==> src/rtl/mem_stage_pkg.sv <==
`default_nettype none
// ============================================================================
//  Module      : mem_stage_pkg
//  Description : Shared definitions for the MIPS memory-access stage.
//                Holds the opcode set (existing ALU/branch opcodes plus the
//                load/store opcodes), the FSM state encoding, the lane-size
//                enum and small opcode decode helpers.
//  Revision    : 1.0 - initial release
// ============================================================================
package mem_stage_pkg;

    // Existing opcode set
    localparam logic [5:0] c_op_special = 6'h00;
    localparam logic [5:0] c_op_j       = 6'h02;
    localparam logic [5:0] c_op_beq     = 6'h04;
    localparam logic [5:0] c_op_addi    = 6'h08;
    localparam logic [5:0] c_op_addiu   = 6'h09;
    localparam logic [5:0] c_op_andi    = 6'h0C;
    localparam logic [5:0] c_op_ori     = 6'h0D;
    localparam logic [5:0] c_op_lui     = 6'h0F;

    // Loads
    localparam logic [5:0] c_op_lb      = 6'h20;
    localparam logic [5:0] c_op_lh      = 6'h21;
    localparam logic [5:0] c_op_lw      = 6'h23;
    localparam logic [5:0] c_op_lbu     = 6'h24;
    localparam logic [5:0] c_op_lhu     = 6'h25;

    // Stores
    localparam logic [5:0] c_op_sb      = 6'h28;
    localparam logic [5:0] c_op_sh      = 6'h29;
    localparam logic [5:0] c_op_sw      = 6'h2B;

    // FSM state encoding
    localparam logic [1:0] c_st_idle    = 2'd0;
    localparam logic [1:0] c_st_access  = 2'd1;
    localparam logic [1:0] c_st_done    = 2'd2;

    typedef enum logic [1:0] {
        BYTE = 2'd0,
        HALF = 2'd1,
        WORD = 2'd2
    } lane_size_e;

    function automatic logic is_load(input logic [5:0] op);
        return (op == c_op_lb) || (op == c_op_lh) || (op == c_op_lw) ||
               (op == c_op_lbu) || (op == c_op_lhu);
    endfunction

    function automatic logic is_store(input logic [5:0] op);
        return (op == c_op_sb) || (op == c_op_sh) || (op == c_op_sw);
    endfunction

    function automatic lane_size_e op_size(input logic [5:0] op);
        if ((op == c_op_lb) || (op == c_op_lbu) || (op == c_op_sb)) begin
            return BYTE;
        end else if ((op == c_op_lh) || (op == c_op_lhu) || (op == c_op_sh)) begin
            return HALF;
        end
        return WORD;
    endfunction

    // Only LB and LH sign-extend; everything else is zero-extended or full word.
    function automatic logic op_signed(input logic [5:0] op);
        return (op == c_op_lb) || (op == c_op_lh);
    endfunction

endpackage
`default_nettype wire

==> src/rtl/mem_lane.sv <==
`default_nettype none
// ============================================================================
//  Module      : mem_lane
//  Description : Combinational big-endian lane logic for the memory stage.
//                Generates byte enables and the replicated store data,
//                flags misaligned accesses, and extracts/extends load data.
//  Ports       : size       - access size (BYTE/HALF/WORD)
//                sign_ext   - sign-extend the loaded value
//                addr_lo    - effective address bits [1:0]
//                store_data - rt value to be stored
//                load_data  - raw word returned by memory
//                misaligned - access violates its natural alignment
//                be         - byte enables, be[3] is byte 0
//                wdata      - lane-aligned store data
//                load_value - extracted and extended load result
//  Revision    : 1.0 - initial release
// ============================================================================
module mem_lane
    import mem_stage_pkg::*;
(
    input  lane_size_e  size,
    input  logic        sign_ext,
    input  logic [1:0]  addr_lo,
    input  logic [31:0] store_data,
    input  logic [31:0] load_data,
    output logic        misaligned,
    output logic [3:0]  be,
    output logic [31:0] wdata,
    output logic [31:0] load_value
);

    logic [7:0]  w_byte;
    logic [15:0] w_half;

    // Byte n of the word lives at bits [31-8n -: 8].
    always_comb begin
        w_byte = load_data[31:24];
        case (addr_lo)
            2'd0:    w_byte = load_data[31:24];
            2'd1:    w_byte = load_data[23:16];
            2'd2:    w_byte = load_data[15:8];
            default: w_byte = load_data[7:0];
        endcase
        w_half = addr_lo[1] ? load_data[15:0] : load_data[31:16];
    end

    always_comb begin
        misaligned = 1'b0;
        be         = 4'b1111;
        wdata      = store_data;
        load_value = load_data;
        case (size)
            BYTE: begin
                be         = 4'b1000 >> addr_lo;
                // Replicating across all lanes lets the enables pick the slot.
                wdata      = {4{store_data[7:0]}};
                load_value = {{24{sign_ext & w_byte[7]}}, w_byte};
            end
            HALF: begin
                misaligned = addr_lo[0];
                be         = addr_lo[1] ? 4'b0011 : 4'b1100;
                wdata      = {2{store_data[15:0]}};
                load_value = {{16{sign_ext & w_half[15]}}, w_half};
            end
            default: begin
                misaligned = |addr_lo;
            end
        endcase
    end

endmodule
`default_nettype wire

==> src/rtl/mem_stage.sv <==
`default_nettype none
// ============================================================================
//  Module      : mem_stage
//  Description : MIPS memory-access stage. Non-memory instructions pass the
//                ALU result straight to write-back; loads and stores run a
//                req/ack transaction against data memory with an ack timeout.
//  Ports       : CLK, RST            - clock / async active-high reset
//                Ins, Result, Rdata2 - instruction, ALU result, store data
//                valid_in            - execute-stage outputs are valid
//                stall               - hold upstream stages
//                mem_req/we/addr/be/wdata, mem_ack/rdata - memory bus
//                Wdata, wb_valid     - write-back value and strobe
//                addr_err, bus_err   - misalignment / timeout pulses
//  Revision    : 1.0 - initial release
// ============================================================================
module mem_stage
    import mem_stage_pkg::*;
#(
    parameter int TIMEOUT = 255
) (
    input  logic        CLK,
    input  logic        RST,
    input  logic [31:0] Ins,
    input  logic [31:0] Result,
    input  logic [31:0] Rdata2,
    input  logic        valid_in,
    output logic        stall,
    output logic        mem_req,
    output logic        mem_we,
    output logic [31:0] mem_addr,
    output logic [3:0]  mem_be,
    output logic [31:0] mem_wdata,
    input  logic        mem_ack,
    input  logic [31:0] mem_rdata,
    output logic [31:0] Wdata,
    output logic        wb_valid,
    output logic        addr_err,
    output logic        bus_err
);

    localparam int c_cnt_w = (TIMEOUT < 2) ? 1 : $clog2(TIMEOUT + 1);
    localparam logic [c_cnt_w-1:0] c_cnt_last = c_cnt_w'(TIMEOUT - 1);

    logic [1:0]         state_q,    state_d;
    logic [c_cnt_w-1:0] cnt_q,      cnt_d;
    logic [5:0]         op_q,       op_d;
    logic [1:0]         lo_q,       lo_d;
    logic [31:0]        addr_q,     addr_d;
    logic [3:0]         be_q,       be_d;
    logic [31:0]        wdata_q,    wdata_d;
    logic               we_q,       we_d;
    logic [31:0]        wb_data_q,  wb_data_d;
    logic               wb_valid_q, wb_valid_d;
    logic               addr_err_q, addr_err_d;
    logic               bus_err_q,  bus_err_d;

    logic        w_idle;
    logic [5:0]  w_op;
    logic [1:0]  w_lo;
    logic        w_is_mem;
    logic        w_misaligned;
    logic [3:0]  w_be;
    logic [31:0] w_wdata;
    logic [31:0] w_load_value;
    logic        w_unused_ins;

    // Only the opcode field matters to this stage.
    assign w_unused_ins = ^Ins[25:0];

    assign w_idle   = (state_q == c_st_idle);
    // The lane logic decodes the incoming instruction in IDLE and the
    // captured one while a transaction is in flight.
    assign w_op     = w_idle ? Ins[31:26]  : op_q;
    assign w_lo     = w_idle ? Result[1:0] : lo_q;
    assign w_is_mem = is_load(w_op) | is_store(w_op);

    mem_lane u_mem_lane (
        .size       (op_size(w_op)),
        .sign_ext   (op_signed(w_op)),
        .addr_lo    (w_lo),
        .store_data (Rdata2),
        .load_data  (mem_rdata),
        .misaligned (w_misaligned),
        .be         (w_be),
        .wdata      (w_wdata),
        .load_value (w_load_value)
    );

    always_comb begin
        state_d    = state_q;
        cnt_d      = cnt_q;
        op_d       = op_q;
        lo_d       = lo_q;
        addr_d     = addr_q;
        be_d       = be_q;
        wdata_d    = wdata_q;
        we_d       = we_q;
        wb_data_d  = wb_data_q;
        wb_valid_d = 1'b0;
        addr_err_d = 1'b0;
        bus_err_d  = 1'b0;
        case (state_q)
            c_st_idle: begin
                if (valid_in) begin
                    if (!w_is_mem) begin
                        wb_data_d  = Result;
                        wb_valid_d = 1'b1;
                    end else if (w_misaligned) begin
                        addr_err_d = 1'b1;
                        wb_valid_d = 1'b1;
                        wb_data_d  = 32'h0;
                    end else begin
                        op_d    = w_op;
                        lo_d    = Result[1:0];
                        addr_d  = {Result[31:2], 2'b00};
                        be_d    = w_be;
                        wdata_d = w_wdata;
                        we_d    = is_store(w_op);
                        cnt_d   = '0;
                        state_d = c_st_access;
                    end
                end
            end
            c_st_access: begin
                // Ack is checked first so a late ack on the final cycle wins.
                if (mem_ack) begin
                    wb_data_d = we_q ? 32'h0 : w_load_value;
                    state_d   = c_st_done;
                end else if (cnt_q == c_cnt_last) begin
                    bus_err_d = 1'b1;
                    wb_data_d = 32'h0;
                    state_d   = c_st_done;
                end else begin
                    cnt_d = cnt_q + c_cnt_w'(1);
                end
            end
            c_st_done: begin
                wb_valid_d = 1'b1;
                state_d    = c_st_idle;
            end
            default: begin
                state_d = c_st_idle;
            end
        endcase
    end

    always_ff @(posedge CLK or posedge RST) begin
        if (RST) begin
            state_q    <= c_st_idle;
            cnt_q      <= '0;
            op_q       <= 6'h0;
            lo_q       <= 2'b00;
            addr_q     <= 32'h0;
            be_q       <= 4'h0;
            wdata_q    <= 32'h0;
            we_q       <= 1'b0;
            wb_data_q  <= 32'h0;
            wb_valid_q <= 1'b0;
            addr_err_q <= 1'b0;
            bus_err_q  <= 1'b0;
        end else begin
            state_q    <= state_d;
            cnt_q      <= cnt_d;
            op_q       <= op_d;
            lo_q       <= lo_d;
            addr_q     <= addr_d;
            be_q       <= be_d;
            wdata_q    <= wdata_d;
            we_q       <= we_d;
            wb_data_q  <= wb_data_d;
            wb_valid_q <= wb_valid_d;
            addr_err_q <= addr_err_d;
            bus_err_q  <= bus_err_d;
        end
    end

    assign stall     = !w_idle | (valid_in & w_is_mem & !w_misaligned);
    assign mem_req   = (state_q == c_st_access);
    assign mem_we    = we_q;
    assign mem_addr  = addr_q;
    assign mem_be    = be_q;
    assign mem_wdata = wdata_q;
    assign Wdata     = wb_data_q;
    assign wb_valid  = wb_valid_q;
    assign addr_err  = addr_err_q;
    assign bus_err   = bus_err_q;

endmodule
`default_nettype wire

==> config.mk <==
export PLATFORM = sky130hd
export DESIGN_NAME = mem_stage
export DESIGN_NICKNAME = d
export VERILOG_FILES = /design/src/rtl/mem_stage_pkg.sv /design/src/rtl/mem_lane.sv /design/src/rtl/mem_stage.sv
export SDC_FILE = /design/constraint.sdc
export NUM_CORES = 1
export LEC_CHECK = 0
export ABC_CLOCK_PERIOD_IN_PS = 4000
export BUFFER_PORTS_ARGS = -buffer_cell sky130_fd_sc_hd__buf_2
export CORE_ASPECT_RATIO = 2
export CORE_UTILIZATION = 49
export DETAILED_ROUTE_END_ITERATION = 10
export PLACE_DENSITY = 0.9
export SLEW_MARGIN = 20
export SYNTH_ARGS = -nofsm -noshare
export SYNTH_HDL_FRONTEND = slang
export SYNTH_SLANG_ARGS = --single-unit
export TNS_END_PERCENT = 10
==> constraint.sdc <==
create_clock -name CLK -period 4 [get_ports CLK]
set_input_delay 0.2 -clock CLK [delete_from_list [all_inputs] [get_ports CLK]]
set_output_delay 0.2 -clock CLK [all_outputs]
set_load 0.02 [all_outputs]
==> results of run 1 <==
==> flip-flops by register name (all words and copies together), names as in the netlist <==
signal and flops:
bus_err 1, lo_q 2, mem_be 4, mem_we 1, op_q 6, wb_valid 1, cnt_q 8, mem_addr 30
Wdata 32, state_q 2, addr_err 1, mem_wdata 32
==> per-layer routing <==
layer	up-vias	GRT usage [%]	part of all wire [%]
met5	-	0	0
met4	0	22.8	7.2
met3	88	7.27	6.9
met2	309	50.9	53
met1	2762	30.7	33
li1	2590	-	-
==> what timing repair did <==
item                                   4_1_cts  5_1_grt
buffers inserted                             0        0
endpoints found under the hold margin        1        0
hold buffers                                 1        0
==> final timing paths <==
check / from / endpoint / slack, ns / cells past startpoint
worst max-delay path: state_q[0] / stall / 0.79 / 6
worst min-delay path: RST / mem_addr[21] / -0.06 / 2
worst max register to register: state_q[0] / Wdata[4] / 0.88 / 7
worst min register to register: op_q[5] / op_q[5] / 0.48 / 1
max in group asynchronous: RST / mem_wdata[12] / 3.12 / 3
min in group CLK: Result[5] / mem_addr[5] / 0.01 / 2
==> layout by cell type (no fill, tap or decap), types with 3 or more instances in the layout <==
master / count
buf_2: 209
dfrtp_1: 120
nand2_1: 54
nor2_1: 51
mux2_1: 36
mux2i_1: 33
o21ai_0: 25
inv_1: 25
nand3_1: 23
o221ai_1: 21
o21ai_1: 18
a31oi_1: 17
clkbuf_16: 17
a211oi_1: 15
buf_4: 14
o22ai_1: 10
o221ai_2: 10
a222oi_1: 7
o31ai_1: 5
a21oi_1: 5
a21o_1: 5
mux2_2: 5
xnor2_1: 5
nand2b_1: 4
and3_1: 4
inv_6: 4
bufinv_16: 4
o211a_1: 3
and2_1: 3
or4_1: 3
nor3b_1: 3
clkinv_4: 3
clkinvlp_4: 3
==> cell type report <==
cell class	count	area, sq um	share of cell area (%)
antenna	1	2.50	0.0312
clock buffer	18	439	5.47
clock inverter	13	195	2.43
inverter	26	103	1.28
multi-input combinational	406	2920	36.4
sequential	120	3000	37.4
tap	147	184	2.29
timing repair buffer	225	1180	14.7
==> worst max-delay path, delay by kind of cell (launching register included) <==
| family | cells | cell delay, ns |
|---|---|---|
| AOI/OAI and AO/OA | 3 | 0.96 |
| DFF | 1 | 0.71 |
| and+or+nand+nor | 2 | 0.68 |
| buffers and inverters | 1 | 0.24 |
==> metrics by stage <==
stage | util, % | area [sq um]
floorplan | - | 6180
global placement | 60.5 | 7380
detailed placement | 60.5 | 7380
CTS | 65.8 | 8030
global route | 65.8 | 8030
finish | 65.8 | 8030
==> cells by family (layout without fill, tap and decap cells) <==
logic type      after synthesis  after routing
simple gates                166            166
compound gates              157            157
flops                       120            120
buf+inv                      67            282
mux                          74             74
xor+xnor                      5              5
other cells                   1              3
fa+ha+maj                     2              2
==> power by group through the flow <==
stage / clock network [mW] / registers (mW) / logic [mW]
3_3_place_gp: 0 / 1.69 / 1.23
5_1_grt: 1.71 / 1.74 / 1.37
6_report: 1.64 / 1.70 / 1.27
4_1_cts: 1.66 / 1.70 / 1.28
3_5_place_dp: 0 / 1.71 / 1.27
2_1_floorplan: 0 / 2.04 / 0.430
==> impl_metrics.yaml, run 1 <==
floorplanning:
  dieHeight_um: 161
  ioPinCount: 238
  core_area_sq_mm: 0.0122
  die-area_sq_mm: 0.0131
  start_util_pct: 50.7
  rows: 57
  die_w_um: 81.4
synth:
  synth_common_cells: "dfrtp_1 (120), nand2_1 (54), nor2_1 (51)"
  synth_compound_area_share_pct: 19.8
  muxShareOfSynthArea_pct: 12.8
  synth_simple_gate_area_share_pct: 12.9
  ys_async_sr_fraction_pct: 100
  netlist.top_cell.by_area: "dfrtp_1"
  synth_area_leaders: "dfrtp_1 (49%), mux2_1 (6.6%), mux2i_1 (5.3%), nand2_1 (3.3%), nor2_1 (3.1%)"
  synth_edf_count: 0
  synth-seq-cells: 120
  post_synth_num_cell_types: 60
  post-synth-top-count-cell: "dfrtp_1"
  synth_top_family_by_area: "compound AO/OA/AOI/OAI gates"
  synthCells: 592
  synthXorXnorAreaFrac_pct: 0.709
  synth_top_area_share_pct: 48.6
  synth_fa_ha_area_share_pct: 0.405
  synth-main-ff-cell: "dfrtp_1"
  netlist_area_sq_mm: 0.00618
  synth_warnings: 0
  ys_seq_area_share_pct: 48.6
  syn_area_per_cell_sq_um: 10.4
drt:
  via_count: 5749
  routed_wl_mm: 19.0
  dr.pass1.iters: 7
  routed_via_density: 6.01
  drtIter0Drc: 474
  drc_errors: 0
  routedWlPerCell_um: 19.9
  postRouteAntennaNets: 0
cells_and_area:
  syn2layout_area_growth_pct: 29.9
  drive_above_1_share_pct: 35.6
  num-fill-cells: 905
  stdcell_count: 956
  nNetsFinal: 930
clock_network:
  cts.sinks: 120
  clk_pin_slew_ns: 0.06
  cts_buffer_depth: 2
  cts-root-buf: "clkbuf_16"
  worstSkewPairLatency_ns: 0.42
  cts_htree_levels: 4
  ctsResizeCount: 0
  tritoncts: "done"
  numCtsBuffers: 17
pwr:
  pwr-share-clk_pct: 35.6
  powerDensity_mw_per_mm2: 575
  switching_share_pct: 34.2
  power_frac_comb_pct: 27.5
  cellLeakagePower_nw: 3.97
  ir_worst_vdd_v: 0.000394
  internal_power_mw: 3.04
  total_power_mw: 4.62
  switchingPower_mw: 1.58
  seqPwrFrac_pct: 36.9
global_routing:
  grt_max_degree: 89
  grt_pass1_vias: 5755
  grt_remaining_overflow: 0
  grtUsageTotal_pct: 30.1
  grt_pass1_wl_mm: 29.4
  antenna_found_initial: 1
sta:
  rsz0062_at_grt: "false"
  fin_crit_ns: 3.21
  setup-tns-final_ns: 0
  hold_viol: 87
  timing.final.crit_share_pct: 80.3
  whs_ns: -0.0634
  max_slew_margin_pct: 25.9
  fmax_ghz: 0.311
  report.final.slew_viol_count: 0
  setup_ws_ns: 0.788
  fin_skew_ns: 0.0112
  setup_viol: 0
  worstMarginPinSlew_ns: 1.11
min_path:
  hp-class: "primary input to async pin"
placed_design:
  pre_cts_slack_ns: 0.925
  place.gp.congestion: 0.899
  numPortBuffers: 209
  dp.cells: 923
  dp_hpwl_mm: 13.7
outcome:
  status: "finished, violations left"
  violations: "negative hold slack"
setup_path:
  crit_path_top_delay_cell: "dfrtp_1"
  critPathLaunchType: "flop"
  crit_chain: "and4bb_4 > a2111oi_4 > and2_1 > o21ai_0 > o21ai_0 > buf_2"
  critPathMaxStageDelay_ns: 0.71
  cp-end-kind: "output pin"
  critPathRequiredTime_ns: 3.80
  worst_ep_arrival_time_ns: 3.01
  critPathKind: "flop to output pin"
  worst_path_most_repeated_cell: "o21ai_0"
  critical_path.max_fanout: 18
run:
  max_cap_viol_count: 0
No activity file was read; power rests on OpenSTA's default activity.
==> run 2, diff against run 1 <==
--- a/config.mk
+++ b/config.mk
@@ -5,7 +5,7 @@
 export SDC_FILE = /design/constraint.sdc
 export NUM_CORES = 1
 export LEC_CHECK = 0
-export ABC_CLOCK_PERIOD_IN_PS = 4000
+export ABC_CLOCK_PERIOD_IN_PS = 3330
 export BUFFER_PORTS_ARGS = -buffer_cell sky130_fd_sc_hd__buf_2
 export CORE_ASPECT_RATIO = 2
 export CORE_UTILIZATION = 49
==> constraint.sdc (replaced) <==
create_clock -name CLK -period 3.33 [get_ports CLK]
set_input_delay 0.1665 -clock CLK [delete_from_list [all_inputs] [get_ports CLK]]
set_output_delay 0.1665 -clock CLK [all_outputs]
set_load 0.02 [all_outputs]
==> impl_metrics.yaml, run 2 (same netlist as run 1, synthesis figures left out) <==
clock_network:
  cts_setup_buffers: 0
  cts.sinks: 120
  tritoncts: "done"
  cts_htree_levels: 4
  clk_pin_slew_ns: 0.06
  cts-root-buf: "clkbuf_16"
  cts_buffer_depth: 2
  numCtsBuffers: 17
  worstSkewPairLatency_ns: 0.41
sta:
  timing.final.crit_share_pct: 96.7
  worstMarginPinSlew_ns: 0.909
  setup_ws_ns: 0.111
  hold_viol: 0
  report.final.slew_viol_count: 0
  fmax_ghz: 0.311
  rsz0062_at_grt: "false"
  max_slew_margin_pct: 39.3
  setup_viol: 0
  fin_crit_ns: 3.22
  fin_skew_ns: 0.0121
  setup-tns-final_ns: 0
cells_and_area:
  final_area_sq_mm: 0.00823
  drive_above_1_share_pct: 34.9
  final_util_pct: 67.5
  syn2layout_area_growth_pct: 33.2
  nNetsFinal: 951
  final_cell_mix: "buf_2 (209), dfrtp_1 (120), nand2_1 (54)"
  layout_commonest_cell: "buf_2"
min_path:
  hp-class: "primary input to flop"
  min_to: "mem_addr[7]"
  worst_hold_startpoint: "Result[7]"
  hold_path_depth: 2
global_routing:
  grt_remaining_overflow: 0
  antenna_found_initial: 2
  grtUsageTotal_pct: 30.5
  grt_pass1_wl_mm: 29.9
  grt_max_degree: 81
  grt_pass1_vias: 5994
floorplanning:
  core_area_sq_mm: 0.0122
  ioPinCount: 238
  start_util_pct: 50.7
  rows: 57
  dieHeight_um: 161
  die-area_sq_mm: 0.0131
  die_w_um: 81.4
run:
  max_cap_viol_count: 0
setup_path:
  critical_path.max_fanout: 18
  regToRegEndpoint: "Wdata[30]"
  critPathLaunchType: "flop"
  r2r_slack_ns: 0.39
  critPathRequiredTime_ns: 3.16
  timing.rr.start: "state_q[0]"
  cp-end-kind: "output pin"
  worst_ep_arrival_time_ns: 3.05
  r2r_cells: 7
  critPathKind: "flop to output pin"
placed_design:
  place_area_sq_mm: 0.00741
  place.gp.congestion: 0.880
  numPortBuffers: 209
  pre_cts_slack_ns: 0.496
  dp_hpwl_mm: 13.5
pwr:
  cellLeakagePower_nw: 4.05
  powerDensity_mw_per_mm2: 664
  ir_worst_vdd_v: 0.000515
  total_power_mw: 5.47
drt:
  dr.pass1.iters: 5
  routed_wl_mm: 19.4
  routedWlPerCell_um: 19.9
  via_count: 5915
  drc_errors: 0
  postRouteAntennaNets: 0
  routed_via_density: 6.05
  drtIter0Drc: 483
outcome:
  status: "finished, final reports clean"
[run 2: repair_timing]
item,4_1_cts,5_1_grt
setup endpoints to repair,0,0
resized for setup,0,0
hold buffers,21,0
hold endpoints to repair,60,0
[run 2: stage by stage]
stage	hold WS, ns	std cells
global route	0.00386	978
floorplan	0.237	593
finish	0.00897	978
CTS	0.00218	977
global placement	0.394	924
detailed placement	0.401	924
[run 2: cell type report]
cell class,instances,area [sq um]
fillers,879,3960
flip-flops and latches,120,3000
clock buffers,20,467
multi-input cells,406,2920
diodes,1,2.50
repair buffers,246,1410
well taps,147,184
clock inverters,12,139
inverters,26,101
[run 2: layer usage]
metal / vias to the layer above / track usage, % / part of all wire, %
met3: 97 / 7.16 / 6.9
li1: 2643 / - / -
met4: 2 / 25.0 / 7.6
met5: - / 0 / 0.051
met1: 2822 / 31.2 / 34
met2: 351 / 50.7 / 52
[run 2: worst max-delay path by stage]
stage	end	from	slack, ns	depth (start not counted)
after global placement	Wdata[2]	state_q[1]	0.59	7
after global routing	stall	state_q[0]	0.05	6
after CTS	stall	state_q[0]	0.18	6
after floorplan	Wdata[19]	state_q[1]	1.01	7
after detailed placement	Wdata[30]	state_q[0]	0.50	7
final	stall	state_q[0]	0.11	6
[run 2: power breakdown]
group | switching (mW) | total [mW] | leakage (nW) | internal [mW]
combinational | 0.987 | 1.56 | 2.28 | 0.573
sequential | 0.222 | 2.04 | 1.48 | 1.82
clock | 0.692 | 1.86 | 0.286 | 1.17
total | 1.90 | 5.47 | 4.05 | 3.57
[run 2: worst max-delay path, cell delays in order, from the launching register on]
cell and delay, ns:
dfrtp_1 0.69, nor2_2 0.24, a2111oi_4 0.55, and2_1 0.34, o21ai_0 0.19, o21ai_0 0.39
buf_2 0.24
